**config.mk**
```make
export PLATFORM = sky130hd
export DESIGN_NAME = stepper_homing_ctrl
export DESIGN_NICKNAME = d
export VERILOG_FILES = /design/src/rtl/stepper_homing_ctrl_pkg.sv /design/src/rtl/stepper_homing_ctrl_limit_debounce.sv /design/src/rtl/stepper_homing_ctrl.sv
export SDC_FILE = /design/constraint.sdc
export NUM_CORES = 1
export LEC_CHECK = 0
export CORE_UTILIZATION = 37
export CTS_BUF_LIST = sky130_fd_sc_hd__clkbuf_4 sky130_fd_sc_hd__clkbuf_8 sky130_fd_sc_hd__clkbuf_16
export DETAILED_ROUTE_END_ITERATION = 8
export GPL_TIMING_DRIVEN = 0
export MAX_ROUTING_LAYER = met4
export PLACE_DENSITY = 0.88
export SYNTH_ARGS = -nofsm -noshare
export SYNTH_HDL_FRONTEND = slang
export SYNTH_SLANG_ARGS = --single-unit
```
**constraint.sdc**
```tcl
create_clock -name clk -period 2.9 [get_ports clk]
set_input_delay 0.29 -clock clk [delete_from_list [all_inputs] [get_ports clk]]
set_output_delay 0.29 -clock clk [all_outputs]
set_load 0.1 [all_outputs]
```
**src/rtl/stepper_homing_ctrl_pkg.sv**
```systemverilog
// Shared types and constants for the stepper homing sequencer.
package stepper_pkg;

    localparam int CTRL_W     = 32;
    localparam int SPEED_W    = 8;
    localparam int GOAL_W     = 24;
    localparam int SETTLE_CYC = 16;
    localparam int SETTLE_W   = $clog2(SETTLE_CYC);

    typedef enum logic [2:0] {
        ST_IDLE,
        ST_SEEK,
        ST_SETTLE,
        ST_ZERO,
        ST_DONE,
        ST_FAULT
    } state_e;

    // Host control word layout: {speed, goal}
    typedef struct packed {
        logic [SPEED_W-1:0] speed;
        logic [GOAL_W-1:0]  goal;
    } ctrl_word_t;

endpackage

```
**src/rtl/stepper_homing_ctrl_limit_debounce.sv**
```systemverilog
// Per-axis home switch conditioning: 2-flop synchronizer followed by a
// debounce counter that accepts a new level after DEBOUNCE_CYC equal samples.
module limit_debounce #(
    parameter int DEBOUNCE_CYC = 1000
) (
    input  logic clk,
    input  logic reset,
    input  logic raw_i,
    output logic deb_o
);

    localparam int CNT_W = (DEBOUNCE_CYC > 1) ? $clog2(DEBOUNCE_CYC) : 1;

    logic             sync1_q;
    logic             sync2_q;
    logic             deb_q;
    logic [CNT_W-1:0] cnt_q;

    // Bring the asynchronous switch into the clk domain
    always_ff @(posedge clk or posedge reset) begin
        if (reset) begin
            sync1_q <= 1'b0;
            sync2_q <= 1'b0;
        end else begin
            sync1_q <= raw_i;
            sync2_q <= sync1_q;
        end
    end

    // Count consecutive samples that disagree with the accepted level
    always_ff @(posedge clk or posedge reset) begin
        if (reset) begin
            deb_q <= 1'b0;
            cnt_q <= '0;
        end else if (sync2_q == deb_q) begin
            cnt_q <= '0;
        end else if (cnt_q == CNT_W'(DEBOUNCE_CYC - 1)) begin
            deb_q <= sync2_q;
            cnt_q <= '0;
        end else begin
            cnt_q <= cnt_q + CNT_W'(1);
        end
    end

    assign deb_o = deb_q;

endmodule

```
**src/rtl/stepper_homing_ctrl.sv**
```systemverilog
// Sequential multi-axis homing controller: seeks each axis to its home switch,
// lets it settle, pulses the position zero, then hands control to the host.
// Optional macro HOMING_TIMEOUT_EN enables the per-axis SEEK timeout and FAULT.
module stepper_homing_ctrl
    import stepper_pkg::*;
#(
    parameter int N_AXES       = 4,
    parameter int DEBOUNCE_CYC = 1000,
    parameter int TIMEOUT_CYC  = 50_000_000
) (
    input  logic                      clk,
    input  logic                      reset,
    input  logic                      start,
    input  logic [N_AXES-1:0]         limit_sw,
    input  logic [N_AXES*CTRL_W-1:0]  host_ctrl,
    output logic [N_AXES-1:0]         homing_en,
    output logic [N_AXES-1:0]         axis_zero,
    output logic [N_AXES*CTRL_W-1:0]  ctrl_out,
    output logic                      busy,
    output logic                      done,
    output logic                      fault,
    output logic [$clog2(N_AXES)-1:0] fault_axis
);

    localparam int              AX_W    = $clog2(N_AXES);
    localparam logic [AX_W-1:0] AX_LAST = AX_W'(N_AXES - 1);

    state_e              state_q;
    logic [AX_W-1:0]     ax_q;
    logic [SETTLE_W-1:0] settle_q;
    logic [N_AXES-1:0]   homing_en_q;
    logic [N_AXES-1:0]   axis_zero_q;
    logic                busy_q;
    logic                done_q;
    logic [N_AXES-1:0]   limit_deb;

`ifdef HOMING_TIMEOUT_EN
    localparam int TMR_W = $clog2(TIMEOUT_CYC + 1);

    logic [TMR_W-1:0] timer_q;
    logic             fault_q;
    logic [AX_W-1:0]  fault_axis_q;
    logic             timeout;

    assign timeout = (timer_q == TMR_W'(TIMEOUT_CYC - 1));
`else
    logic unused_timeout_cfg;

    assign unused_timeout_cfg = ^TIMEOUT_CYC;
`endif

    function automatic logic [N_AXES-1:0] ax_onehot(input logic [AX_W-1:0] a);
        ax_onehot    = '0;
        ax_onehot[a] = 1'b1;
    endfunction

    for (genvar i = 0; i < N_AXES; i++) begin : g_limit
        limit_debounce #(
            .DEBOUNCE_CYC(DEBOUNCE_CYC)
        ) u_deb (
            .clk   (clk),
            .reset (reset),
            .raw_i (limit_sw[i]),
            .deb_o (limit_deb[i])
        );
    end

    // Homing sequencer; outputs are registered alongside the state so each
    // transition loads the output pattern of the state being entered.
    always_ff @(posedge clk or posedge reset) begin
        if (reset) begin
            state_q     <= ST_IDLE;
            ax_q        <= '0;
            settle_q    <= '0;
            homing_en_q <= '0;
            axis_zero_q <= '0;
            busy_q      <= 1'b0;
            done_q      <= 1'b0;
`ifdef HOMING_TIMEOUT_EN
            timer_q      <= '0;
            fault_q      <= 1'b0;
            fault_axis_q <= '0;
`endif
        end else begin
            axis_zero_q <= '0;
            unique case (state_q)
                ST_IDLE, ST_DONE, ST_FAULT: begin
                    if (start) begin
                        state_q     <= ST_SEEK;
                        ax_q        <= '0;
                        homing_en_q <= ax_onehot('0);
                        busy_q      <= 1'b1;
                        done_q      <= 1'b0;
`ifdef HOMING_TIMEOUT_EN
                        timer_q      <= '0;
                        fault_q      <= 1'b0;
                        fault_axis_q <= '0;
`endif
                    end
                end
                ST_SEEK: begin
                    // Limit is tested first so it wins over a same-cycle timeout
                    if (limit_deb[ax_q]) begin
                        state_q     <= ST_SETTLE;
                        settle_q    <= '0;
                        homing_en_q <= '0;
                    end
`ifdef HOMING_TIMEOUT_EN
                    else if (timeout) begin
                        state_q      <= ST_FAULT;
                        homing_en_q  <= '0;
                        busy_q       <= 1'b0;
                        fault_q      <= 1'b1;
                        fault_axis_q <= ax_q;
                    end else begin
                        timer_q <= timer_q + TMR_W'(1);
                    end
`endif
                end
                ST_SETTLE: begin
                    if (settle_q == SETTLE_W'(SETTLE_CYC - 1)) begin
                        state_q     <= ST_ZERO;
                        axis_zero_q <= ax_onehot(ax_q);
                    end else begin
                        settle_q <= settle_q + SETTLE_W'(1);
                    end
                end
                ST_ZERO: begin
                    if (ax_q == AX_LAST) begin
                        state_q <= ST_DONE;
                        busy_q  <= 1'b0;
                        done_q  <= 1'b1;
                    end else begin
                        state_q     <= ST_SEEK;
                        ax_q        <= ax_q + AX_W'(1);
                        homing_en_q <= ax_onehot(ax_q + AX_W'(1));
`ifdef HOMING_TIMEOUT_EN
                        timer_q <= '0;
`endif
                    end
                end
                default: begin
                    state_q     <= ST_IDLE;
                    homing_en_q <= '0;
                    busy_q      <= 1'b0;
                    done_q      <= 1'b0;
                end
            endcase
        end
    end

    // Host words pass straight through only once homing has completed
    for (genvar i = 0; i < N_AXES; i++) begin : g_ctrl
        ctrl_word_t word;

        assign word = ctrl_word_t'(host_ctrl[i*CTRL_W +: CTRL_W]);
        assign ctrl_out[i*CTRL_W +: CTRL_W] = done_q ? word : '0;
    end

    assign homing_en = homing_en_q;
    assign axis_zero = axis_zero_q;
    assign busy      = busy_q;
    assign done      = done_q;

`ifdef HOMING_TIMEOUT_EN
    assign fault      = fault_q;
    assign fault_axis = fault_axis_q;
`else
    assign fault      = 1'b0;
    assign fault_axis = '0;
`endif

endmodule
```
==> impl_metrics.env <==
export IMPL_outcome="finished, final reports clean"
export IMPL_power_density_nw_per_um2=818
export IMPL_synthDistinctLibCells=45
export IMPL_cts_root_buf="clkbuf_16"
export IMPL_max_cap_viol_count=0
export IMPL_yosysSeqAreaShare_pct=41.6
export IMPL_hold_end="g_limit[0].u_deb.sync2_q$_DFF_PP0_"
export IMPL_antenna_found_initial=9
export IMPL_crit_type="register to output port"
export IMPL_grt_max_degree=72
export IMPL_crit_path_top_delay_cell="clkdlybuf4s50_1"
export IMPL_cp_data_arrival_time_ns=2.53
export IMPL_critical_path_startpoint_type="register"
export IMPL_htreeDepth=3
export IMPL_synth_avg_cell_area_um2=8.97
export IMPL_leakage_nw=3.21
export IMPL_yosysTopAreaCell="dfrtp_1"
export IMPL_min_delay_start="g_limit[0].u_deb.sync1_q$_DFF_PP0_"
export IMPL_total_power_w=0.00597
export IMPL_die_x_um=109
export IMPL_synth_edff_count=0
export IMPL_max_freq_mhz=355
export IMPL_crit_path_end_kind="output port"
export IMPL_syn_area_um2=4270
export IMPL_period_needed_ns=2.82
export IMPL_final_hold_viol_count=0
export IMPL_final_layout_size_suffix_gt1_share_pct=17.9
export IMPL_cp_top_family="buffers and inverters"
export IMPL_worst_pin_slew_ns=1.05
export IMPL_final_cell_mix="clkdlybuf4s50_1 (166), and2_1 (132), dfrtp_1 (71)"
export IMPL_clkTransAtPathRegs_ns=0.06
export IMPL_max_slew_margin_pct=29.8
export IMPL_drc=0
export IMPL_ant_nets=0
export IMPL_die_area_um2=12000
export IMPL_rsz0062_at_grt="no"
export IMPL_cp_num_buf_inv=2
export IMPL_worstHoldPathCells=0
export IMPL_vdd_ir_drop_worst_mv=0.633
export IMPL_hold_class="register to register"
export IMPL_ys_ff_latch=71
export IMPL_cts_buffers=9
export IMPL_synth_area_leaders="dfrtp_1 (42%), and2_1 (19%), nor2_1 (3.8%)"
export IMPL_rows=38
export IMPL_cts_tree="yes"
export IMPL_synthCells=476
export IMPL_skew_ns=0.00707
export IMPL_wl_per_cell_um=20.7
export IMPL_fin_nets=908
export IMPL_async_flop_share_pct=100
export IMPL_crit_cells=3
export IMPL_yosys_warnings=0
export IMPL_rr_worst_depth=5
export IMPL_cts_buffer_depth=2
export IMPL_start_util_pct=38.7
export IMPL_finalCritPeriodShare_pct=97.2
export IMPL_finalMaxSlewViolations=0
export IMPL_timing_critical_path_required_ns=2.61
export IMPL_core_area_um2=11000
export IMPL_crit_fanout=10
export IMPL_clk_latency_ns=0.34
export IMPL_cts_sinks=71
export IMPL_worstReg2RegStart="g_limit[3].u_deb.cnt_q[0]$_DFF_PP0_"
export IMPL_area_growth_pct=70.9
export IMPL_crit_path_cell_trace="clkbuf_1 -> and2_1 -> clkdlybuf4s50_1"
export IMPL_grt_pass1_wl_um=26000
export IMPL_fp_dieH_um=109
export IMPL_ioPinCount=276
export IMPL_portBuffers=272
export IMPL_setup_viol_count_final=0
export IMPL_cp_slowest_stage_delay_ns=1.13
export IMPL_overflow=0
export IMPL_dp_hpwl_um=16100
export IMPL_grt_total_usage_pct=31.8
export IMPL_drt_iter0_markers=367
export IMPL_r2r_end="g_limit[3].u_deb.cnt_q[3]$_DFF_PP0_"
export IMPL_num_vias=4680
export IMPL_tns_ns=0
export IMPL_place_congestion=0.944
export IMPL_synthFlopType="dfrtp_1"
export IMPL_hold_ws_ns=0.347
export IMPL_rrSetupSlack_ns=1.06
export IMPL_layout_commonest_cell="clkdlybuf4s50_1"
export IMPL_routed_wl_um=18900
export IMPL_grt_pass1_vias=4520
export IMPL_first_pass_iters=5
export IMPL_synth_top_area_share_pct=41.6
export IMPL_viasPerCell=5.13
==> power by group <==
group | leakage (nW) | internal (W) | switching, W | total [W]
Combinational | 2.10 | 0.000716 | 0.00300 | 0.00371
Clock | 0.159 | 0.000785 | 0.000417 | 0.00120
Sequential | 0.948 | 0.00102 | 0.0000316 | 0.00105
==> layout make-up <==
cell class              count  area [um2]
repair buffers            272        2500
well taps                 140         175
clock inverters             5        81.3
flip-flops and latches     71        1780
clock buffers              11         246
diodes                      6        15.0
plain buffers              21        93.8
multi-input cells         373        2360
inverters                  13        51.3
fillers                   873        3740
==> worst max path at each step <==
stage | startpoint | slack (ns) | to
2_1_floorplan | done$_DFFE_PP0P_ | 0.36 | ctrl_out[100]
3_3_place_gp | reset | -0.24 | g_limit[0].u_deb.cnt_q[2]$_DFF_PP0_
3_5_place_dp | done$_DFFE_PP0P_ | -0.09 | ctrl_out[58]
4_1_cts | done$_DFFE_PP0P_ | 0.0004 | ctrl_out[46]
5_1_grt | done$_DFFE_PP0P_ | 0.02 | ctrl_out[63]
6_report | done$_DFFE_PP0P_ | 0.08 | ctrl_out[63]
==> state kept, by name, summed over array words and instances, names as in the netlist <==
| register | cells |
|---|---|
| homing_en | 4 |
| g_limit.u_deb.sync1_q | 4 |
| done | 1 |
| ax_q | 2 |
| g_limit.u_deb.deb_o | 4 |
| settle_q | 4 |
| g_limit.u_deb.cnt_q | 40 |
| axis_zero | 4 |
| g_limit.u_deb.sync2_q | 4 |
| busy | 1 |
| state_q | 3 |
==> stage by stage <==
stage          util, %  area [um2]  worst slack, ns  std cells
6_report          66.1        7290           0.0825        912
3_3_place_gp      65.0        7170           -0.239        890
5_1_grt           66.1        7290           0.0184        911
3_5_place_dp      65.1        7180          -0.0873        890
2_1_floorplan        -        4280            0.358        478
4_1_cts           68.3        7540         0.000357        906
==> Yosys cell counts, types with 12 or more instances <==
cell / count
a21oi_1: 18
and2_1: 132
clkbuf_1: 16
dfrtp_1: 71
ha_1: 12
inv_1: 13
nand2_1: 24
nand3_1: 25
nor2_1: 43
o21ai_0: 16
xnor2_1: 15
xor2_1: 13
==> cells by family (layout without fill, tap and decap cells) <==
family	count (synthesis)	after routing	synth area share (%)
adder cells (fa/ha/maj)	12	12	3.52
multiplexers	7	7	2.17
XOR/XNOR	28	28	5.74
AND/OR/NAND/NOR	266	266	35.2
other	1	9	0.0878
AO/OA/AOI/OAI	57	57	8.38
buffers and inverters	34	322	3.31
flip-flops	71	71	41.6
==> timing repair <==
action,CTS,global route
endpoints found under the setup margin,104,63
hold buffers,0,0
resized for setup,233,74
setup buffers,0,0
pin swaps,0,0
==> routing by layer <==
layer / up-vias / GRT usage [%] / part of all wire [%] / routed length (um)
met5: - / - / 0 / 0
met4: 0 / 8.48 / 1.8 / 343
met3: 25 / 13.3 / 10 / 1970
met2: 250 / 50.6 / 48 / 9130
met1: 2242 / 37.0 / 39 / 7440
li1: 2163 / - / - / -
(Power assumes the default switching activity.)
